$ cat src/rtl/gen_reg_file.sv
// gen_reg_file: parametrised general-register file with two registered read
// ports, one write port (full / high-half / low-half), error pulses and a
// sequential clear engine.
// Optional macro GEN_REG_BYPASS_EN: a read that hits the address of an accepted
// same-cycle write returns the post-write value instead of the old contents.
//
// state   | meaning
// S_IDLE  | normal operation, clr_req starts a sweep
// S_CLEAR | zeroing reg[r_idx] each cycle, writes rejected, busy=1

module gen_reg_file #(
   parameter int DATA_W   = 20,
   parameter int NUM_REGS = 6,
   parameter int ADDR_W   = 3
) (
   input  logic              clk,
   input  logic              rst_n,
   input  logic              wr_en,
   input  logic [1:0]        wr_sel,
   input  logic [ADDR_W-1:0] wr_addr,
   input  logic [DATA_W-1:0] wr_data,
   output logic              wr_err,
   input  logic              rd0_en,
   input  logic [1:0]        rd0_sel,
   input  logic [ADDR_W-1:0] rd0_addr,
   output logic [DATA_W-1:0] rd0_data,
   output logic              rd0_valid,
   output logic              rd0_err,
   input  logic              rd1_en,
   input  logic [1:0]        rd1_sel,
   input  logic [ADDR_W-1:0] rd1_addr,
   output logic [DATA_W-1:0] rd1_data,
   output logic              rd1_valid,
   output logic              rd1_err,
   input  logic              clr_req,
   output logic              busy
);

   localparam int HALF_W = DATA_W / 2;

   typedef enum logic {S_IDLE, S_CLEAR} state_t;

   state_t            r_state, w_state_nxt;
   logic [ADDR_W-1:0] r_idx, w_idx_nxt;
   logic [DATA_W-1:0] r_regs [NUM_REGS];

   logic              w_wr_ok, w_rd0_ok, w_rd1_ok;
   logic [DATA_W-1:0] w_wr_old, w_wr_new, w_rd0_word, w_rd1_word;

   // Half reads are returned zero-extended in the low half.
   function automatic logic [DATA_W-1:0] f_slice(input logic [DATA_W-1:0] word,
                                                 input logic [1:0] sel);
      case (sel)
         2'b01:   f_slice = {{HALF_W{1'b0}}, word[DATA_W-1:HALF_W]};
         2'b10:   f_slice = {{HALF_W{1'b0}}, word[HALF_W-1:0]};
         default: f_slice = word;
      endcase
   endfunction

   assign busy     = (r_state == S_CLEAR);
   assign w_wr_ok  = wr_en && (int'(wr_addr) < NUM_REGS) && (wr_sel != 2'b11) && !busy;
   assign w_rd0_ok = (int'(rd0_addr) < NUM_REGS) && (rd0_sel != 2'b11);
   assign w_rd1_ok = (int'(rd1_addr) < NUM_REGS) && (rd1_sel != 2'b11);

   // Merge the incoming half with the untouched half of the target register.
   always_comb begin
      w_wr_old = '0;
      if (int'(wr_addr) < NUM_REGS) w_wr_old = r_regs[wr_addr];
      case (wr_sel)
         2'b01:   w_wr_new = {wr_data[HALF_W-1:0], w_wr_old[HALF_W-1:0]};
         2'b10:   w_wr_new = {w_wr_old[DATA_W-1:HALF_W], wr_data[HALF_W-1:0]};
         default: w_wr_new = wr_data;
      endcase
   end

   // Source word for each read port, optionally forwarded from the write.
   always_comb begin
      w_rd0_word = '0;
      w_rd1_word = '0;
      if (w_rd0_ok) w_rd0_word = r_regs[rd0_addr];
      if (w_rd1_ok) w_rd1_word = r_regs[rd1_addr];
`ifdef GEN_REG_BYPASS_EN
      if (w_rd0_ok && w_wr_ok && (rd0_addr == wr_addr)) w_rd0_word = w_wr_new;
      if (w_rd1_ok && w_wr_ok && (rd1_addr == wr_addr)) w_rd1_word = w_wr_new;
`endif
   end

   // Clear FSM state and sweep index.
   always_ff @(posedge clk or negedge rst_n) begin
      if (!rst_n) begin
         r_state <= S_IDLE;
         r_idx   <= '0;
      end else begin
         r_state <= w_state_nxt;
         r_idx   <= w_idx_nxt;
      end
   end

   // Next-state: one register cleared per cycle, leave after the last one.
   always_comb begin
      w_state_nxt = r_state;
      w_idx_nxt   = r_idx;
      case (r_state)
         S_IDLE: begin
            if (clr_req) begin
               w_state_nxt = S_CLEAR;
               w_idx_nxt   = '0;
            end
         end
         S_CLEAR: begin
            w_idx_nxt = r_idx + 1'b1;
            if (r_idx == ADDR_W'(NUM_REGS - 1)) begin
               w_state_nxt = S_IDLE;
               w_idx_nxt   = '0;
            end
         end
         default: w_state_nxt = S_IDLE;
      endcase
   end

   // Register array: sweep has priority, writes cannot be accepted while busy.
   always_ff @(posedge clk or negedge rst_n) begin
      if (!rst_n) begin
         for (int i = 0; i < NUM_REGS; i++) r_regs[i] <= '0;
      end else if (r_state == S_CLEAR) begin
         r_regs[r_idx] <= '0;
      end else if (w_wr_ok) begin
         r_regs[wr_addr] <= w_wr_new;
      end
   end

   // Write rejection pulse.
   always_ff @(posedge clk or negedge rst_n) begin
      if (!rst_n) wr_err <= 1'b0;
      else        wr_err <= wr_en && !w_wr_ok;
   end

   // Read port 0: registered result, data holds when idle.
   always_ff @(posedge clk or negedge rst_n) begin
      if (!rst_n) begin
         rd0_data  <= '0;
         rd0_valid <= 1'b0;
         rd0_err   <= 1'b0;
      end else begin
         rd0_valid <= rd0_en && w_rd0_ok;
         rd0_err   <= rd0_en && !w_rd0_ok;
         if (rd0_en) rd0_data <= w_rd0_ok ? f_slice(w_rd0_word, rd0_sel) : '0;
      end
   end

   // Read port 1: identical to port 0, fully independent.
   always_ff @(posedge clk or negedge rst_n) begin
      if (!rst_n) begin
         rd1_data  <= '0;
         rd1_valid <= 1'b0;
         rd1_err   <= 1'b0;
      end else begin
         rd1_valid <= rd1_en && w_rd1_ok;
         rd1_err   <= rd1_en && !w_rd1_ok;
         if (rd1_en) rd1_data <= w_rd1_ok ? f_slice(w_rd1_word, rd1_sel) : '0;
      end
   end

endmodule

$ cat config.mk
export PLATFORM = sky130hd
export DESIGN_NAME = gen_reg_file
export DESIGN_NICKNAME = d
export VERILOG_FILES = /design/src/rtl/gen_reg_file.sv
export SDC_FILE = /design/constraint.sdc
export NUM_CORES = 1
export LEC_CHECK = 0
export CORE_ASPECT_RATIO = 2
export CORE_UTILIZATION = 31
export DETAILED_ROUTE_END_ITERATION = 8
export GPL_TIMING_DRIVEN = 0
export PLACE_DENSITY = 0.49
export SETUP_SLACK_MARGIN = 0.2
export SYNTH_ARGS = -nofsm -noshare
export SYNTH_HDL_FRONTEND = slang
export SYNTH_SLANG_ARGS = --single-unit
$ cat constraint.sdc
create_clock -name clk -period 4.9 [get_ports clk]
set_clock_uncertainty 0.15 [all_clocks]
set_input_delay 0.735 -clock clk [delete_from_list [all_inputs] [get_ports clk]]
set_output_delay 0.735 -clock clk [all_outputs]
set_load 0.01 [all_outputs]
# Word level (Yosys, flattened, before mapping)
# Cells that the tools add are included.
# Widths: inputs -> output; s select.
dict set report classes {
  div 0
  eq_ne 11
  magnitude_cmp 9
  n_bitwise 7
  shifts 0
  muxes 28
  mul 0
  n_reduce_logical 17
  addsub 1
}
# op n
set ops {}
lappend ops {{$mux 120} 2}
lappend ops {{$mux 20} 11}
lappend ops {{$bmux 20 s3} 3}
lappend ops {{$and 120x120->120} 1}
lappend ops {{$bwmux 120} 1}
lappend ops {{$demux 20 s3} 2}
lappend ops {{$not 120->120} 1}
lappend ops {{$pmux 20 s2} 3}
lappend ops {{$ge 4x4->1 const B} 4}
lappend ops {{$not 3->4} 4}
lappend ops {{$logic_and 1x1->1} 12}
lappend ops {{$lt 3x3->1 const B} 3}
lappend ops {{$lt 4x1->1 const B} 2}
lappend ops {{$ne 2x2->1 const B} 4}
lappend ops {{$eq 2x1->1 const B} 3}
lappend ops {{$eq 2x2->1 const B} 3}
lappend ops {{$mux 3} 2}
lappend ops {{$pmux 3 s2} 1}
lappend ops {{$logic_not 1->1} 4}
lappend ops {{$add 3x1->3 const B} 1}
lappend ops {{$eq 3x3->1 const B} 1}
lappend ops {{$mux 1} 2}
lappend ops {{$pmux 1 s2} 1}
lappend ops {{$reduce_bool 2->1} 1}
lappend ops {{$not 1->1} 1}
dict set report word_totals {
  latch_bits 0
  n_memories 0
  ramBits 0
  register_bits 169
  output_inout_bits 46
  romBits 0
}

# Longest topological paths before layout
dict set report logic_depth {
  ltp_word 9
  ltp_mapped 9
}

# Least setup slack after synthesis
# OpenSTA, ideal clock, no wires.
dict set report synth_path {
  path_kind {input-to-reg}
  from {input port wr_sel[0]}
  to {register r_regs[108] (netlist name)}
  cell_stages 7
  arrival_time_ns 2.199
  setup_slack_ns 2.430
  setup_ns 0.121
  cell_sequence {inv_1 -> ha_1 -> buf_2 -> or2_2 -> clkbuf_1 -> a22o_1 -> a22o_1}
}
dict set report synth_via {
  elab_chain_len 5
  word_cells_on_any_way 10
}
# item line_no
set synth_rtl {}
lappend synth_rtl {{from (decl)} 19} ;# input logic [1:0] wr_sel,
lappend synth_rtl {{$eq 2x2->1 / $eq 2x1->1 (equally long branches)} 69} ;# case (wr_sel)
lappend synth_rtl {{$pmux 20 s2} 69}
lappend synth_rtl {{$bwmux 120} 128} ;# r_regs[wr_addr] <= w_wr_new;
lappend synth_rtl {{$mux 120} 127} ;# end else if (w_wr_ok) begin
lappend synth_rtl {{$mux 120} 125} ;# end else if (r_state == S_CLEAR) begin
lappend synth_rtl {{to (signal, indexed assignment)} 128}
lappend synth_rtl {{to (decl)} 45} ;# logic [DATA_W-1:0] r_regs [NUM_REGS];
# Parallel ways exist; a longest one is shown, timed or not. The select of a mux whose other input is x is not followed.
# A chain may end at the register's enable or synchronous reset.

# Final worst setup path
dict set report layout_path {
  from {input port wr_addr[1]}
  to {register r_regs[114] (netlist name)}
}
dict set report layout_via {
  elab_chain_len 9
  word_cells_on_any_way 19
}
# item line_no
set layout_rtl {}
lappend layout_rtl {{from (decl)} 20} ;# input logic [ADDR_W-1:0] wr_addr,
lappend layout_rtl {{$not 3->4 (implied by the code)} {68, 128}}
lappend layout_rtl {{$bmux 20 s3} 68} ;# if (int'(wr_addr) < NUM_REGS) w_wr_old = r_regs[wr_addr];
lappend layout_rtl {{$mux 20 (implied by the code) (2 in a row)} 68}
lappend layout_rtl {{$mux 20} 68}
lappend layout_rtl {{$pmux 20 s2} 69}
lappend layout_rtl {{$bwmux 120} 128}
lappend layout_rtl {{$mux 120} 127}
lappend layout_rtl {{$mux 120} 125}
# Parallel ways exist; a longest one is shown, timed or not. The select of a mux whose other input is x is not followed.

==> summary.md <==
| Metric | Value |
|---|---|
| Clock network fraction of design power | 34.7% |
| Top Ports | 87 |
| HP Class | input pin to asynchronous set/reset pin |
| Power per cell area | about 370 mW/mm² |
| Number of routed nets with antenna violations | 0 |
| Dpl ws | 1.14 ns |
| # hold bufs at CTS | 0 |
| WL per Instance | between 20 and 30 µm |
| Critical path, cell by cell | clkdlybuf4s50_1, buf_4, nor4_2, and2_1, a21oi_1, clkbuf_1, a21oi_1, nor2_1 |
| Fmax | a little under 300 MHz |
| Flop2flop setup slack | 1.96 ns |
| Share of synthesized registers carrying an async set or reset | 100% |
| DR pass1 iterations | 5 |
| R2R cell count | 7 |
| CP Data Required Time | 5.08 ns |
| Slew Viols, Final | 0 |
| Post-cts repair resize count | 0 |
| Design Area, Final | 0.0119 mm² |
| Peak supply drop | 250 µV |
| CP endpoint kind | register |
| Syn. warnings | 0 |
| CP max FO | 10 |
| Combinational share of power | 27.0% |
| Synth area leader | dfrtp_1 |
| R2r endpoint | r_regs[114] |
| Avg Cell Area, Syn | 10.7 µm² |
| Core Box Area | 0.0314 mm² |
| RSZ-0062 raised after global routing | no |
| GP Congestion | 0.911 |
| Routed vias | 8590 |
| Sequential element share of the synthesized area | 42.8% |
| # rows | 92 |
| Psw | 1.55 mW |
| Initial Utilization | 31.4% |
| Top-area cell type share of the netlist area | 42.8% |
| Synthesis-stage register bit count | 169 |
| Dominant synthesized flop cell | dfrtp_1 |
| Worst setup margin | ~1.5 ns |
| Antenna violations before repair | 0 |
| Lkg Pwr | 4.89 nW |
| First-pass GRT wire length | a little over 60000 µm |
| Clock Latency Late Sink | 0.45 ns |
| EDFF count, synth | 0 |
| Metal-1 WL | approximately 14000 µm |
| Worst path max stage delay | about 0.79 ns |
| NumNets Final | 1075 |
| Clock Tree Root | clkbuf_16 |
| DR top layer | met4 |
| Area Growth Syn to Fin | 20.8% |
| Setup Fix Bufs, Post-CTS | 0 |
| Most frequent cells in the layout | dfrtp_1, a22o_1, clkdlybuf4s50_1, nand2_1, inv_1 |
| H-tree depth | 4 |
| Worst Path Arrival | approximately 3.6 ns |
| Post-Route Utilization | between 30% and 40% |
| Clock Sinks | 169 |
| Outcome | finished, final reports clean |
| Minimum clock period | roughly 3.4 ns |
| Worst-case clock buffer depth | 2 |
| Int Pwr | 2.89 mW |
| Startpoint Class | input pin |
| Port Buf Inserts | 84 |
| Area of the die | 0.0326 mm² |
| Final Hold Viols | 0 |
| Post-synthesis cell type count | 63 |
| Die width | between 100 and 150 µm |
| Aggregate global routing overflow | 0 |
| Met3 Wirelength | 2560 µm |
| Final Setup Violations | 0 |
| Syn_nets | 971 |
| Post-DP HPWL | 31400 µm |
| Tcrit/Tclk final | 69.8% |
| R2R Path Start | busy |
| Sw frac | between 30% and 40% |
| Post-DP Area | 0.0113 mm² |
| DRC errors left | 0 |
| CTS tree | built |
| Met2 WL | around 22000 µm |
| Vias in the first global route | approximately 8800 |
| Cells after Synth | 921 |
| Num CTS Buffers | 17 |
| Most common cell after layout, fill and taps aside | dfrtp_1 |
| WL final | 42400 µm |
| Worst slew margin | between 20 and 25% |
| Max Cap Viol | 0 |
| Clock-pin slew on the worst setup and hold paths | 0.07 ns |
| Fillers | 3165 |
| Cell area after synthesis | approximately 0.0099 mm² |
| Largest cells by area after synthesis | dfrtp_1, mux4_2, a22o_1, mux2i_1, nand2_1 |
| Initial DRC Count | around 790 |
| All-Layer GR Usage | 27.0% |
| Slowest CP cell | nor4_2 |
| Most used cell, CP | a21oi_1 |
| Number of diodes | 0 |
| Layout cells sized above 1 | ~14% |
| TNS Setup | 0 ns |
| Crit Path Class | input pin to register |
| Routed vias/inst | 5.88 |
| Largest net degree at the start of global routing | 87 |
| Seq pwr share | 38.2% |
| Worst-Margin Slew | 1.13 ns |
| Die H | ~250 µm |
## metal layers
metal	vias to the layer above	track usage (%)
met2	482	46.6
met4	0	24.0
met5	-	0
met3	164	4.43
met1	4250	28.1
li1	3694	-
## cell usage after synthesis, types with 18 or more instances
library cell,n
inv_1,59
nor2_1,39
o22ai_1,32
buf_2,27
dfrtp_1,169
o21ai_0,23
mux4_2,42
o2bb2ai_1,21
a22o_1,85
nor2b_1,18
o221ai_1,26
a21oi_1,49
clkbuf_1,35
nand2_1,71
mux2i_1,54
## worst max-delay path by stage
stage	startpoint	end	slack, ns	cells past startpoint
3_5_place_dp	wr_addr[1]	r_regs[109]	1.14	6
4_1_cts	wr_addr[1]	r_regs[109]	1.61	6
3_3_place_gp	rst_n	wr_err	-4.56	1
2_1_floorplan	wr_sel[0]	r_regs[108]	2.43	7
5_1_grt	wr_addr[1]	r_regs[114]	1.52	8
6_report	wr_addr[1]	r_regs[114]	1.48	8
## stage by stage
step	hold WS (ns)	power, mW	cells
CTS	0.177	4.43	1460
finish	0.167	4.44	1460
floorplan	0.289	2.34	921
detailed placement	0.370	2.89	1429
global route	0.199	4.57	1460
global placement	0.363	2.88	1428
## power groups by stage
| stage | clock network [mW] | logic, mW | registers [mW] |
|---|---|---|---|
| finish | 1.54 | 1.20 | 1.70 |
| global route | 1.61 | 1.25 | 1.71 |
| CTS | 1.56 | 1.18 | 1.69 |
| detailed placement | 0 | 1.17 | 1.72 |
| global placement | 0 | 1.17 | 1.71 |
| floorplan | 0 | 0.679 | 1.67 |
## logic make-up (layout without fill, tap and decap cells)
group | after synthesis | after routing | synth area share (%)
AOI/OAI and AO/OA | 309 | 309 | 23.6
and+or+nand+nor | 182 | 182 | 9.06
DFF | 169 | 169 | 42.8
buffers and inverters | 135 | 251 | 5.82
muxes | 117 | 117 | 17.6
adders and majority gates | 9 | 9 | 1.14
## final cells by class
| type | count | area, µm² | share of cell area, % |
|---|---|---|---|
| plain buffers | 75 | 349 | 2.93 |
| clock inverters | 11 | 194 | 1.63 |
| multi-input cells | 617 | 5070 | 42.5 |
| flip-flops and latches | 169 | 4230 | 35.5 |
| clock buffers | 20 | 457 | 3.83 |
| inverters | 60 | 225 | 1.89 |
| well taps | 423 | 529 | 4.44 |
| repair buffers | 85 | 873 | 7.32 |
## registers in the layout, summed over array words and instances (netlist names)
register,cells
rd0_err,1
rd0_valid,1
rd1_err,1
wr_err,1
rd1_data,20
busy,1
r_idx,3
r_regs,120
rd0_data,20
rd1_valid,1
## critical path, delay by kind of cell
| family | cells | cell delay, ns |
|---|---|---|
| compound gates | 2 | 0.37 |
| simple gates | 3 | 1.20 |
| buf+inv | 3 | 1.27 |
No activity file was read; power rests on OpenSTA's default activity.
